--- config.mk ---
export PLATFORM = sky130hd
export DESIGN_NAME = ro_meas_scheduler
export DESIGN_NICKNAME = d
export VERILOG_FILES = /design/src/rtl/ro_meas_scheduler.sv
export SDC_FILE = /design/constraint.sdc
export NUM_CORES = 1
export LEC_CHECK = 0
export ABC_CLOCK_PERIOD_IN_PS = 3050
export BUFFER_PORTS_ARGS = -buffer_cell sky130_fd_sc_hd__buf_2
export CAP_MARGIN = 20
export CORE_UTILIZATION = 23
export CTS_CLUSTER_SIZE = 16
export DETAILED_ROUTE_END_ITERATION = 16
export SYNTH_ARGS = -nofsm -noshare
export SYNTH_HDL_FRONTEND = slang
export SYNTH_SLANG_ARGS = --single-unit
--- constraint.sdc ---
create_clock -name clk_i -period 3.05 [get_ports clk_i]
set_clock_uncertainty 0.2 [all_clocks]
set_input_delay 0.4575 -clock clk_i [delete_from_list [all_inputs] [get_ports clk_i]]
set_output_delay 0.4575 -clock clk_i [all_outputs]
set_load 0.02 [all_outputs]
--- src/rtl/ro_meas_scheduler.sv ---
// Ring-oscillator measurement sequencer: decodes UART command bytes and runs the
// settle / clear / gate / hold sequence, handing each count out over valid/ready.
module ro_meas_scheduler #(
    parameter int CNT_W         = 16,
    parameter int SETTLE_CYCLES = 64,
    parameter int HOLD_CYCLES   = 2
) (
    input  logic             clk_i,
    input  logic             reset_i,
    input  logic             cmd_valid_i,
    input  logic [7:0]       cmd_data_i,
    output logic [1:0]       osc_en_o,
    output logic             osc_sel_o,
    output logic             cnt_clear_o,
    output logic             cnt_en_o,
    input  logic [CNT_W-1:0] cnt_value_i,
    output logic             res_valid_o,
    input  logic             res_ready_i,
    output logic [CNT_W-1:0] res_data_o,
    output logic             res_src_o,
    output logic             res_sat_o,
    output logic             busy_o
);

    typedef enum logic [2:0] {
        ST_IDLE,
        ST_SETTLE,
        ST_CLEAR,
        ST_GATE,
        ST_HOLD,
        ST_REPORT
    } state_e;

    typedef enum logic [1:0] {
        MODE_INV,
        MODE_NAND,
        MODE_ALT
    } mode_e;

    localparam logic [15:0] SETTLE_M1 = 16'(SETTLE_CYCLES - 1);
    localparam logic [15:0] HOLD_M1   = 16'(HOLD_CYCLES - 1);

    state_e           state_q, state_d;
    mode_e            mode_q, mode_d;
    mode_e            act_mode_q, act_mode_d;
    logic [2:0]       exp_q, exp_d;
    logic [2:0]       act_exp_q, act_exp_d;
    logic             cont_q, cont_d;
    logic             src_q, src_d;
    logic [15:0]      cyc_q, cyc_d;
    logic [CNT_W-1:0] res_data_q, res_data_d;
    logic             res_src_q, res_src_d;
    logic             res_sat_q, res_sat_d;

    logic             start_cmd;
    logic             run_cmd;
    logic             stop_cmd;
    logic [15:0]      gate_m1;

    // Gate length 2^(N+8) cycles, loaded as a down-count terminal value.
    assign gate_m1 = (16'h0100 << act_exp_q) - 16'd1;

    assign start_cmd = cmd_valid_i && (cmd_data_i == 8'h01);
    assign run_cmd   = cmd_valid_i && (cmd_data_i == 8'h02);
    assign stop_cmd  = cmd_valid_i && (cmd_data_i == 8'h03);

    always_ff @(posedge clk_i) begin
        if (reset_i) begin
            state_q    <= ST_IDLE;
            mode_q     <= MODE_INV;
            act_mode_q <= MODE_INV;
            exp_q      <= 3'd2;
            act_exp_q  <= 3'd2;
            cont_q     <= 1'b0;
            src_q      <= 1'b0;
            cyc_q      <= 16'd0;
            res_data_q <= '0;
            res_src_q  <= 1'b0;
            res_sat_q  <= 1'b0;
        end else begin
            state_q    <= state_d;
            mode_q     <= mode_d;
            act_mode_q <= act_mode_d;
            exp_q      <= exp_d;
            act_exp_q  <= act_exp_d;
            cont_q     <= cont_d;
            src_q      <= src_d;
            cyc_q      <= cyc_d;
            res_data_q <= res_data_d;
            res_src_q  <= res_src_d;
            res_sat_q  <= res_sat_d;
        end
    end

    always_comb begin
        state_d    = state_q;
        mode_d     = mode_q;
        act_mode_d = act_mode_q;
        exp_d      = exp_q;
        act_exp_d  = act_exp_q;
        cont_d     = cont_q;
        src_d      = src_q;
        cyc_d      = cyc_q;
        res_data_d = res_data_q;
        res_src_d  = res_src_q;
        res_sat_d  = res_sat_q;

        if (cmd_valid_i) begin
            case (cmd_data_i)
                8'h10:   mode_d = MODE_INV;
                8'h11:   mode_d = MODE_NAND;
                8'h12:   mode_d = MODE_ALT;
                default: begin
                    if (cmd_data_i[7:3] == 5'b00100) begin
                        exp_d = cmd_data_i[2:0];
                    end
                end
            endcase
        end

        if (stop_cmd) begin
            cont_d = 1'b0;
        end

        case (state_q)
            ST_IDLE: begin
                if (start_cmd || run_cmd) begin
                    state_d    = ST_SETTLE;
                    cyc_d      = SETTLE_M1;
                    act_mode_d = mode_q;
                    act_exp_d  = exp_q;
                    src_d      = (mode_q == MODE_NAND);
                    cont_d     = run_cmd;
                end
            end
            ST_SETTLE: begin
                if (cyc_q == 16'd0) begin
                    state_d = ST_CLEAR;
                end else begin
                    cyc_d = cyc_q - 16'd1;
                end
            end
            ST_CLEAR: begin
                state_d = ST_GATE;
                cyc_d   = gate_m1;
            end
            ST_GATE: begin
                if (cyc_q == 16'd0) begin
                    state_d = ST_HOLD;
                    cyc_d   = HOLD_M1;
                end else begin
                    cyc_d = cyc_q - 16'd1;
                end
            end
            ST_HOLD: begin
                if (cyc_q == 16'd0) begin
                    state_d    = ST_REPORT;
                    res_data_d = cnt_value_i;
                    res_src_d  = src_q;
                    res_sat_d  = &cnt_value_i;
                end else begin
                    cyc_d = cyc_q - 16'd1;
                end
            end
            ST_REPORT: begin
                if (res_ready_i) begin
                    // The NAND half of an ALT pair runs even if STOP arrives now.
                    if ((act_mode_q == MODE_ALT) && !src_q) begin
                        state_d = ST_SETTLE;
                        cyc_d   = SETTLE_M1;
                        src_d   = 1'b1;
                    end else if (cont_q && !stop_cmd) begin
                        state_d    = ST_SETTLE;
                        cyc_d      = SETTLE_M1;
                        act_mode_d = mode_q;
                        act_exp_d  = exp_q;
                        src_d      = (mode_q == MODE_NAND);
                    end else begin
                        state_d = ST_IDLE;
                    end
                end
            end
            default: state_d = ST_IDLE;
        endcase
    end

    // Source only changes on SETTLE entry, so the enable is one-hot outside IDLE.
    assign busy_o      = (state_q != ST_IDLE);
    assign osc_en_o    = busy_o ? (src_q ? 2'b10 : 2'b01) : 2'b00;
    assign osc_sel_o   = busy_o & src_q;
    assign cnt_clear_o = (state_q == ST_CLEAR);
    assign cnt_en_o    = (state_q == ST_GATE);
    assign res_valid_o = (state_q == ST_REPORT);
    assign res_data_o  = res_data_q;
    assign res_src_o   = res_src_q;
    assign res_sat_o   = res_sat_q;

endmodule

==> summary.txt, run 1 <==
Yosys
  • Synth area leaders: dfxtp_1 36%, a21oi_1 8.3%, nand2_1 7.1%, nor2_1 4.3%, mux2i_1 3.7%
  • Synth Cell Area: 2700 um^2
  • Cells after Synth: approximately 350
  • Top flip-flop cell by instance count after synthesis: dfxtp_1
  • Synthesis-stage register bit count: 49
  • Synth area leader: dfxtp_1
  • Syn_area_per_cell: roughly 7.7 um^2
  • EDFF count, synth: 0
  • Post-synthesis async set-or-reset flop share: 0%
  • Synth top area share: 36.3%
  • Seq/Total Area, Yosys: 36.3%
  • Syn_nets: 383
  • Synth cell types: 54
  • Yosys warns: 0

GRT
  • Total track usage: 10.9%
  • Grt ovf: 0
  • Largest net degree at the start of global routing: 45
  • Initial antenna violation count: 0
  • Vias in the first global route: 2327
  • First-pass GRT wire length: 10700 um

Floorplanning
  • Ports: between 50 and 60
  • Starting density of the core: a little under a quarter
  • Die Area: 12200 um^2
  • Core footprint: 11400 um^2
  • Row count: 39
  • Die width: 110 um
  • Die Height: 110 um

Clock network
  • # H-tree levels: 2
  • CTS root buf: clkbuf_16
  • Clock Tree Buf Depth: 2
  • Post-CTS Hold Buffers: 0
  • # Post-CTS Setup Buffers: 0
  • Post-CTS Resized: 0
  • TritonCTS clock tree: built
  • CTS Buf Count: 5
  • Reg clk slew, reported paths: 0.07 ns
  • Clock sink count: 49
  • Worst-skew pair later-pin latency: 0.29 ns

Power and ir drop
  • Switch Pwr: 940 uW
  • Sw Ratio: between 30% and 40%
  • PD cells: 748 nW/um^2
  • Clock power frac: roughly a quarter
  • Static Leakage: 0.00128 uW
  • Total power: 2440 uW
  • P_int: 1500 uW
  • Logic pwr share: 43.1%
  • VDD IR max: 299 uV
  • Sequential share of power: 31.1%

STA
  • Final Worst Setup Slack: 0.376 ns
  • Final period util: 87.7%
  • Post-layout min period: 2.67 ns
  • Slew Limit Fails: 0
  • Unrepaired setup endpoints after global routing: false
  • Fin. Hold Viols: 0
  • Worst-margin pin slew: 0.751 ns
  • Final setup vio count: 0
  • Min Hold Slack: 0.213 ns
  • Fmax: 374 MHz
  • Slew HR: 49.9%
  • Setup Total Neg Slack: 0 ns

Final layout
  • Antenna diode count: 0
  • Commonest non-fill, non-tap cell in the layout: buf_2
  • Share of cells above drive strength 1: 20.2%
  • Layout area overhead: 20.9%
  • Util after Layout: 28.6%
  • Nets: 427
  • Commonest non-fill, non-tap cells in the layout: 52 x buf_2, 51 x nand2_1, 49 x dfxtp_1
  • # fillers: 1266

Drt
  • Vias: ~2600
  • Via density: 4.87
  • ANT nets after route: 0
  • Avg WL per Cell: roughly 12 um
  • First-iteration detailed-routing DRC count: 176
  • Routed Wire Length: 6510 um
  • TritonRoute pass-1 iters: 4
  • Post-route DRC: 0

Outcome
  • Status: completed

Worst setup path
  • Arrival time of the worst setup path: 2.66 ns
  • Crit-path max FO: 19
  • Worst setup path class: register to register
  • Startpoint Class: register
  • CP endpoint kind: register
  • Worst EP required: around 3 ns

Place
  • Post-DP HPWL: 4770 um
  • Post-Place Setup Slack: 0.248 ns
  • Port bufs: 52
  • Final GP Congestion: 0.781

Min path
  • HP Class: primary input to register

Run
  • Number of max-cap violations: 0
## layer usage
| layer | share of wire [%] | global-route usage (%) | vias up | wire [um] |
|---|---|---|---|---|
| li1 | - | - | 1346 | - |
| met1 | 47 | 14.2 | 1228 | 3030 |
| met2 | 49 | 18.0 | 51 | 3170 |
| met3 | 3.5 | 2.29 | 7 | 226 |
| met4 | 1.2 | 3.10 | 0 | 80 |
| met5 | 0 | 0 | - | 0 |
## per-stage QoR
stage | cell area [um^2] | instances
finish | 3260 | 540
global route | 3260 | 540
CTS | 3260 | 540
detailed placement | 3090 | 532
global placement | 3090 | 532
floorplan | 2700 | 352
## Yosys cell counts, drive strengths merged (4+ instances only)
| master | n |
|---|---|
| dfxtp | 49 |
| mux2i | 10 |
| and2 | 6 |
| clkbuf | 17 |
| nand4 | 7 |
| nand2b | 11 |
| o21ai | 14 |
| nand3 | 9 |
| a21oi | 45 |
| nor3 | 12 |
| nor4 | 6 |
| nor3b | 5 |
| nor2 | 31 |
| inv | 9 |
| a31oi | 5 |
| o32ai | 6 |
| nand2 | 51 |
| buf | 8 |
| nand3b | 5 |
| or3 | 4 |
## kinds of logic (layout without fill, tap and decap cells)
logic type / after synthesis / count (layout) / synth area share, %
buffers and inverters: 34 / 79 / 5.70
and+or+nand+nor: 159 / 159 / 29.9
adders and majority gates: 3 / 3 / 1.39
DFF: 49 / 49 / 36.3
AOI/OAI and AO/OA: 91 / 91 / 21.0
xor gates and xnor gates: 6 / 6 / 1.95
muxes: 10 / 10 / 3.71
## registers in the layout, indices dropped and copies added (netlist names)
register / cells
src_q: 1
mode_q: 2
res_data_o: 16
cyc_q: 16
cont_q: 1
res_sat_o: 1
exp_q: 3
act_exp_q: 3
state_q: 3
act_mode_q: 2
res_src_o: 1
## area by class of cell
class	count	area [um^2]	share of cell area, %
Multi-Input combinational cell	269	1560	47.9
Sequential cell	49	981	30.1
Timing Repair Buffer	62	335	10.3
Tap cell	143	179	5.49
Clock buffer	5	125	3.84
Clock inverter	3	43.8	1.34
Inverter	9	33.8	1.04
## path summary, 6_finish.rpt
| kind | from | end | slack, ns | cells after the start |
|---|---|---|---|---|
| worst max-delay path | cyc_q[7] | cyc_q[11] | 0.38 | 7 |
| worst min-delay path | cnt_value_i[6] | res_data_o[6] | 0.21 | 3 |
| worst max register to register | cyc_q[7] | cyc_q[11] | 0.38 | 7 |
| worst min register to register | res_data_o[12] | res_data_o[12] | 0.25 | 2 |
## critical path, cell delays in order, from the launching register on
cell	delay, ns
dfxtp_1	0.37
or4_4	0.58
nor3b_4	0.33
and2_4	0.25
a311o_2	0.43
buf_4	0.24
a21oi_1	0.05
o32ai_1	0.13
## power groups by stage
| stage | sequential (uW) | clock [uW] | combinational, uW |
|---|---|---|---|
| final | 758 | 630 | 1050 |
| after global routing | 771 | 673 | 1180 |
| after CTS | 756 | 646 | 1050 |
| after detailed placement | 770 | 0 | 1040 |
| after global placement | 769 | 0 | 1030 |
| after floorplan | 739 | 0 | 835 |
Note: power is estimated with default switching activity, not from simulation.
==> inputs of run 2 (changes only) <==
--- a/config.mk
+++ b/config.mk
@@ -8,9 +8,12 @@
 export ABC_CLOCK_PERIOD_IN_PS = 3050
 export BUFFER_PORTS_ARGS = -buffer_cell sky130_fd_sc_hd__buf_2
 export CAP_MARGIN = 20
+export CELL_PAD_IN_SITES_DETAIL_PLACEMENT = 1
+export CELL_PAD_IN_SITES_GLOBAL_PLACEMENT = 1
 export CORE_UTILIZATION = 23
 export CTS_CLUSTER_SIZE = 16
 export DETAILED_ROUTE_END_ITERATION = 16
+export PLACE_DENSITY_LB_ADDON = 0.1
 export SYNTH_ARGS = -nofsm -noshare
 export SYNTH_HDL_FRONTEND = slang
 export SYNTH_SLANG_ARGS = --single-unit
==> run 2 against run 1 <==
Net effect: first-iteration DRC count is 38% lower; power is 2.9% higher; maximum frequency up 6.2%; final area rose by 0.50%; critical path depth decreased by 1; global-route usage rose by 3.2 points; clock power fell by 6.7%; routed wire length increased by 24%; cell count up 0.56%; via count increased by 2.0%; largest cell class unchanged; largest power group unchanged; highest routed layer unchanged.
==> summary.txt, run 2 (synthesis gave the netlist of run 1 again) <==
STA
  • Final Worst Setup Slack: 0.532 ns (was 0.376 ns)
  • Final setup vio count: 0 (unchanged)
  • Slew Limit Fails: 0 (unchanged)
  • Fmax: 397 MHz (was 374 MHz)
  • Min Hold Slack: 0.207 ns (was 0.213 ns)
  • Post-layout min period: 2.52 ns (was 2.67 ns)
  • Setup Total Neg Slack: 0 ns (unchanged)
  • Slew HR: 53.5% (was 49.9%)
  • Final period util: 82.6% (was 87.7%)
  • Unrepaired setup endpoints after global routing: false (unchanged)
  • Worst-margin pin slew: 0.697 ns (was 0.751 ns)
  • Fin. Hold Viols: 0 (unchanged)

Worst setup path
  • Worst path cell trace: nor3b_1 -> nor2_1 -> a31oi_1 -> buf_4 -> a32oi_1 -> o32ai_1 (was or4_4 -> nor3b_4 -> and2_4 -> a311o_2 -> buf_4 -> a21oi_1 -> o32ai_1)
  • Crit. path cell count: 6 (was 7)
  • FF-to-FF End: cyc_q[9] (was cyc_q[11])
  • Arrival time of the worst setup path: 2.53 ns (was 2.66 ns)
  • Flop2flop setup slack: 0.53 ns (was 0.38 ns)
  • CP endpoint kind: register (unchanged)
  • Crit-path max FO: 19 (unchanged)
  • Startpoint Class: register (unchanged)
  • Crit-path max cell delay: 0.70 ns (was 0.58 ns)
  • CP Launch Point: state_q[2] (was cyc_q[7])
  • Worst Setup EP: cyc_q[9] (was cyc_q[11])
  • RR Startpoint: state_q[2] (was cyc_q[7])
  • Crit path max-delay family: flip-flops (was simple AND/OR/NAND/NOR gates)
  • WP buf/inv: 1 (unchanged)
  • Crit-path slowest cell: dfxtp_1 (was or4_4)
  • Worst setup path class: register to register (unchanged)
  • R2R cell count: 6 (was 7)
  • Worst EP required: 3.06 ns (was 3.04 ns)

Drt
  • Avg WL per Cell: 14.9 um (was 12.1 um)
  • TritonRoute pass-1 iters: 4 (unchanged)
  • Vias: 2685 (was 2632)
  • Via density: 4.94 (was 4.87)
  • Routed Wire Length: 8070 um (was 6510 um)
  • Post-route DRC: 0 (unchanged)
  • ANT nets after route: 0 (unchanged)
  • First-iteration detailed-routing DRC count: 109 (was 176)

Final layout
  • Share of cells above drive strength 1: 20.8% (was 20.2%)
  • Commonest non-fill, non-tap cells in the layout: 52 x buf_2, 51 x nand2_1, 49 x dfxtp_1 (unchanged)
  • Commonest non-fill, non-tap cell in the layout: buf_2 (unchanged)
  • Final std cells w/o fill: 543 (was 540)
  • Nets: 430 (was 427)
  • Layout area overhead: 21.5% (was 20.9%)
  • Util after Layout: 28.7% (was 28.6%)
  • # fillers: 1404 (was 1266)
  • Antenna diode count: 0 (unchanged)

Clock network
  • Reg clk slew, reported paths: 0.07 ns (about the same)
  • # Post-CTS Setup Buffers: 0 (unchanged)
  • Clock Tree Buf Depth: 2 (unchanged)
  • # H-tree levels: 2 (unchanged)
  • Clock sink count: 49 (unchanged)
  • Worst-skew pair later-pin latency: 0.30 ns (was 0.29 ns)
  • Post-CTS Resized: 0 (unchanged)
  • Post-CTS Hold Buffers: 0 (unchanged)
  • TritonCTS clock tree: built (unchanged)
  • CTS root buf: clkbuf_16 (unchanged)
  • CTS Buf Count: 5 (unchanged)

Power and ir drop
  • PD cells: 766 nW/um^2 (was 748 nW/um^2)
  • Static Leakage: 0.00128 uW (about the same)
  • VDD IR max: 235 uV (was 299 uV)

Place
  • Post-Place Setup Slack: 0.359 ns (was 0.248 ns)
  • Post-DP HPWL: 5830 um (was 4770 um)
  • Port bufs: 52 (unchanged)
  • Placed cells: 535 (was 532)
  • Final GP Congestion: 0.718 (was 0.781)

GRT
  • Largest net degree at the start of global routing: 37 (was 45)
  • Total track usage: 14.1% (was 10.9%)
  • Initial antenna violation count: 0 (unchanged)
  • First-pass GRT wire length: 13300 um (was 10700 um)
  • Vias in the first global route: 2622 (was 2327)
  • Grt ovf: 0 (unchanged)

Run
  • Number of max-cap violations: 0 (unchanged)

Floorplanning
  • Starting density of the core: 23.6% (unchanged)
  • Row count: 39 (unchanged)
  • Die Area: 12200 um^2 (unchanged)
  • Die width: 110 um (unchanged)
  • Core footprint: 11400 um^2 (unchanged)
  • Die Height: 110 um (unchanged)
  • Ports: 53 (unchanged)

Min path
  • HP Class: primary input to register (unchanged)
  • Hold Crit Start: cnt_value_i[0] (was cnt_value_i[6])

Outcome
  • Status: completed (unchanged)
==> run 2: changes by cell type in the layout (fill, tap and decap cells not counted) <==
cell	previous run	this run
buf_4	10	12
buf_12	0	1
bufinv_16	1	0
clkinv_2	1	0
clkinvlp_4	0	1
inv_6	1	2
==> run 2: layer usage <==
layer | vias to the layer above | GRT usage [%] | share of wire, %
li1 | 1353 | - | -
met1 | 1283 | 18.8 | 49
met2 | 41 | 23.0 | 46
met3 | 8 | 2.53 | 3.5
met4 | 0 | 3.95 | 1.1
met5 | - | 0 | 0
==> run 2: power by group <==
group | switching (uW) | internal, uW
clock | 278 | 311
sequential | 67.4 | 691
combinational | 680 | 483
==> run 2: worst register-to-register path, stage by stage (launching register included) <==
cell	delay, ns
dfxtp_1	0.70
nor3b_1	0.45
nor2_1	0.21
a31oi_1	0.26
buf_4	0.25
a32oi_1	0.13
o32ai_1	0.23
==> run 2: how the worst min path moves through the flow <==
stage	slack, ns	endpoint	depth (start not counted)
5_1_grt	0.20	res_data_o[10]	3
3_3_place_gp	0.24	res_data_o[10]	2
3_5_place_dp	0.25	res_data_o[0]	2
4_1_cts	0.20	res_data_o[0]	3
6_report	0.21	res_data_o[0]	3
2_1_floorplan	0.24	exp_q[1]	1
==> run 2: cell type report <==
| class | instances | area [um^2] | share of cell area (%) |
|---|---|---|---|
| clock buffers | 5 | 125 | 3.82 |
| clock inverters | 3 | 25.0 | 0.763 |
| inverters | 9 | 33.8 | 1.03 |
| repair buffers | 65 | 370 | 11.3 |
| flip-flops and latches | 49 | 981 | 29.9 |
| well taps | 143 | 179 | 5.46 |
| multi-input cells | 269 | 1560 | 47.7 |
==> run 2: stage by stage <==
| step | total power, uW | cell area, um^2 |
|---|---|---|
| detailed placement | 1950 | 3130 |
| finish | 2510 | 3280 |
| CTS | 2550 | 3280 |
| global route | 2720 | 3280 |
| global placement | 1940 | 3130 |
| floorplan | 1570 | 2700 |
==> inputs of run 3 (changes only) <==
--- a/config.mk
+++ b/config.mk
@@ -5,7 +5,7 @@
 export SDC_FILE = /design/constraint.sdc
 export NUM_CORES = 1
 export LEC_CHECK = 0
-export ABC_CLOCK_PERIOD_IN_PS = 3050
+export ABC_CLOCK_PERIOD_IN_PS = 2150
 export BUFFER_PORTS_ARGS = -buffer_cell sky130_fd_sc_hd__buf_2
 export CAP_MARGIN = 20
 export CELL_PAD_IN_SITES_DETAIL_PLACEMENT = 1
==> constraint.sdc (replaced) <==
create_clock -name clk_i -period 2.15 [get_ports clk_i]
set_clock_uncertainty 0.2 [all_clocks]
set_input_delay 0.3225 -clock clk_i [delete_from_list [all_inputs] [get_ports clk_i]]
set_output_delay 0.3225 -clock clk_i [all_outputs]
set_load 0.02 [all_outputs]
==> run 3 against run 2 <==
Net effect: the flow now finishes with violations (setup timing); register-to-register slack worse by 0.78 ns; final area is 29% higher; count of clock-buffer cells in the layout is the same; power is 92% higher; critical path type unchanged; largest cell class unchanged.
==> summary.txt, run 3 (synthesis gave the netlist of run 1 again) <==
Clock network
  • Post-CTS Hold Buffers: 0 (unchanged)
  • CTS root buf: clkbuf_16 (unchanged)
  • Worst-skew pair later-pin latency: 0.30 ns (about the same)
  • # H-tree levels: 2 (unchanged)
  • Reg clk slew, reported paths: 0.07 ns (about the same)
  • Clock Tree Buf Depth: 2 (unchanged)
  • Clock sink count: 49 (unchanged)
  • TritonCTS clock tree: built (unchanged)
  • CTS Buf Count: 5 (unchanged)

Place
  • Dpl cell area: 3590 um^2 (was 3130 um^2)
  • Final GP Congestion: 0.771 (was 0.718)
  • Port bufs: 52 (unchanged)
  • Placed cells: 590 (was 535)
  • Post-DP HPWL: 6410 um (was 5830 um)

STA
  • Slew Limit Fails: 0 (unchanged)
  • Unrepaired setup endpoints after global routing: true (was false)
  • Final period util: 111% (was 82.6%)
  • Final Worst Setup Slack: -0.247 ns (was 0.532 ns)
  • Fin. Hold Viols: 0 (unchanged)
  • Slew HR: 52.2% (was 53.5%)
  • Worst-margin pin slew: 0.717 ns (was 0.697 ns)
  • Final setup vio count: 30 (was 0)
  • Fmax: 417 MHz (was 397 MHz)
  • Setup Total Neg Slack: -4.41 ns (was 0 ns)
  • Post-layout min period: 2.40 ns (was 2.52 ns)

Worst setup path
  • Most frequent CP cell: buf_6
  • Worst path cell trace: inv_2 -> ha_4 -> and3_4 -> a32o_2 -> a311o_2 -> buf_4 -> buf_6 -> buf_6 -> a2111oi_4 (was nor3b_1 -> nor2_1 -> a31oi_1 -> buf_4 -> a32oi_1 -> o32ai_1)
  • CP endpoint kind: register (unchanged)
  • Crit path max-delay family: compound AO/OA/AOI/OAI gates (was flip-flops)
  • WP buf/inv: 4 (was 1)
  • Crit-path max cell delay: 0.47 ns (was 0.70 ns)
  • Crit-path slowest cell: a311o_2 (was dfxtp_1)
  • Startpoint Class: register (unchanged)
  • Worst EP required: 2.15 ns (was 3.06 ns)
  • Arrival time of the worst setup path: 2.40 ns (was 2.53 ns)
  • Worst setup path class: register to register (unchanged)
  • Crit-path max FO: 6 (was 19)

Final layout
  • Register Area: 988 um^2 (was 981 um^2)
  • Layout area overhead: 56.9% (was 21.5%)
  • Finished Cell Area: 4240 um^2 (was 3280 um^2)
  • Commonest non-fill, non-tap cell in the layout: buf_4 (was buf_2)
  • Multi-input gate area in the final layout: 1770 um^2 (was 1560 um^2)
  • Share of cells above drive strength 1: 41.6% (was 20.8%)
  • # fillers: 1407 (was 1404)
  • Commonest non-fill, non-tap cells in the layout: 66 x buf_4, 52 x buf_2, 51 x nand2_1 (was 52 x buf_2, 51 x nand2_1, 49 x dfxtp_1)
  • Antenna diode count: 0 (unchanged)
  • Final std cells w/o fill: 616 (was 543)
  • Util after Layout: 37.1% (was 28.7%)
  • Nets: 503 (was 430)

Floorplanning
  • Row count: 39 (unchanged)
  • Die Height: 110 um (unchanged)
  • Core footprint: 11400 um^2 (unchanged)
  • Die width: 110 um (unchanged)
  • Starting density of the core: 23.6% (unchanged)
  • Ports: 53 (unchanged)
  • Die Area: 12200 um^2 (unchanged)

Drt
  • Vias: 2955 (was 2685)
  • First-iteration detailed-routing DRC count: 102 (was 109)
  • Routed Wire Length: 9190 um (was 8070 um)
  • Avg WL per Cell: 14.9 um (about the same)
  • ANT nets after route: 0 (unchanged)
  • Post-route DRC: 0 (unchanged)
  • TritonRoute pass-1 iters: 4 (unchanged)
  • Via density: 4.80 (was 4.94)

GRT
  • Vias in the first global route: 2915 (was 2622)
  • Largest net degree at the start of global routing: 32 (was 37)
  • First-pass GRT wire length: 14800 um (was 13300 um)
  • Grt ovf: 0 (unchanged)
  • Initial antenna violation count: 0 (unchanged)
  • Total track usage: 15.9% (was 14.1%)

Outcome
  • Status: complete, but fails checks (was completed)
  • Failing checks: setup timing

Power and ir drop
  • VDD IR max: 444 uV (was 235 uV)
  • Static Leakage: 0.00175 uW (was 0.00128 uW)
  • Total power: 4830 uW (was 2510 uW)
  • PD cells: 1140 nW/um^2 (was 766 nW/um^2)

Min path
  • HP Class: primary input to register (unchanged)

Run
  • Number of max-cap violations: 0 (unchanged)
-- run 3: area by class of cell --
cell class / count / share of cell area (%)
multi-input cells: 269 / 41.7
repair buffers: 138 / 25.4
clock inverters: 3 / 1.62
well taps: 143 / 4.22
flip-flops and latches: 49 / 23.3
inverters: 9 / 0.798
clock buffers: 5 / 2.95
-- run 3: path summary, 6_finish.rpt --
path | endpoint | cells past startpoint | slack [ns] | from
max | cyc_q[5] | 9 | -0.25 | cyc_q[1]
min | res_data_o[8] | 3 | 0.07 | cnt_value_i[8]
max reg2reg | cyc_q[5] | 9 | -0.25 | cyc_q[1]
min reg2reg | res_data_o[13] | 2 | 0.25 | res_data_o[13]
-- run 3: per-stage QoR --
| step | hold slack (ns) | setup WS [ns] |
|---|---|---|
| finish | 0.0701 | -0.247 |
| global route | 0.0655 | -0.323 |
| CTS | 0.0633 | -0.169 |
| detailed placement | 0.242 | -0.370 |
| global placement | 0.237 | -0.373 |
| floorplan | 0.236 | -0.130 |
-- run 3: per-layer routing --
metal,global-route usage [%],vias to the layer above,share of wire [%]
li1,-,1495,-
met4,3.67,0,0.96
met2,26.4,39,48
met5,0,-,0
met3,3.88,6,3.4
met1,20.7,1415,48
-- run 3: what timing repair did --
action,CTS,global route
setup buffers,10,5
setup endpoints to repair,24,38
pin swaps,20,11
gates cloned,3,0
gates resized for setup,38,27
-- run 3: report_power, final --
group | switching, uW | total, uW | internal, uW
combinational | 1350 | 2730 | 1380
clock | 389 | 1060 | 672
sequential | 56.3 | 1040 | 987
-- run 3: tightest hold or removal path: cells and delay by family --
family,cells,cell delay [ns]
compound gates,1,0.05
buf+inv,1,0.10
simple gates,1,0.05
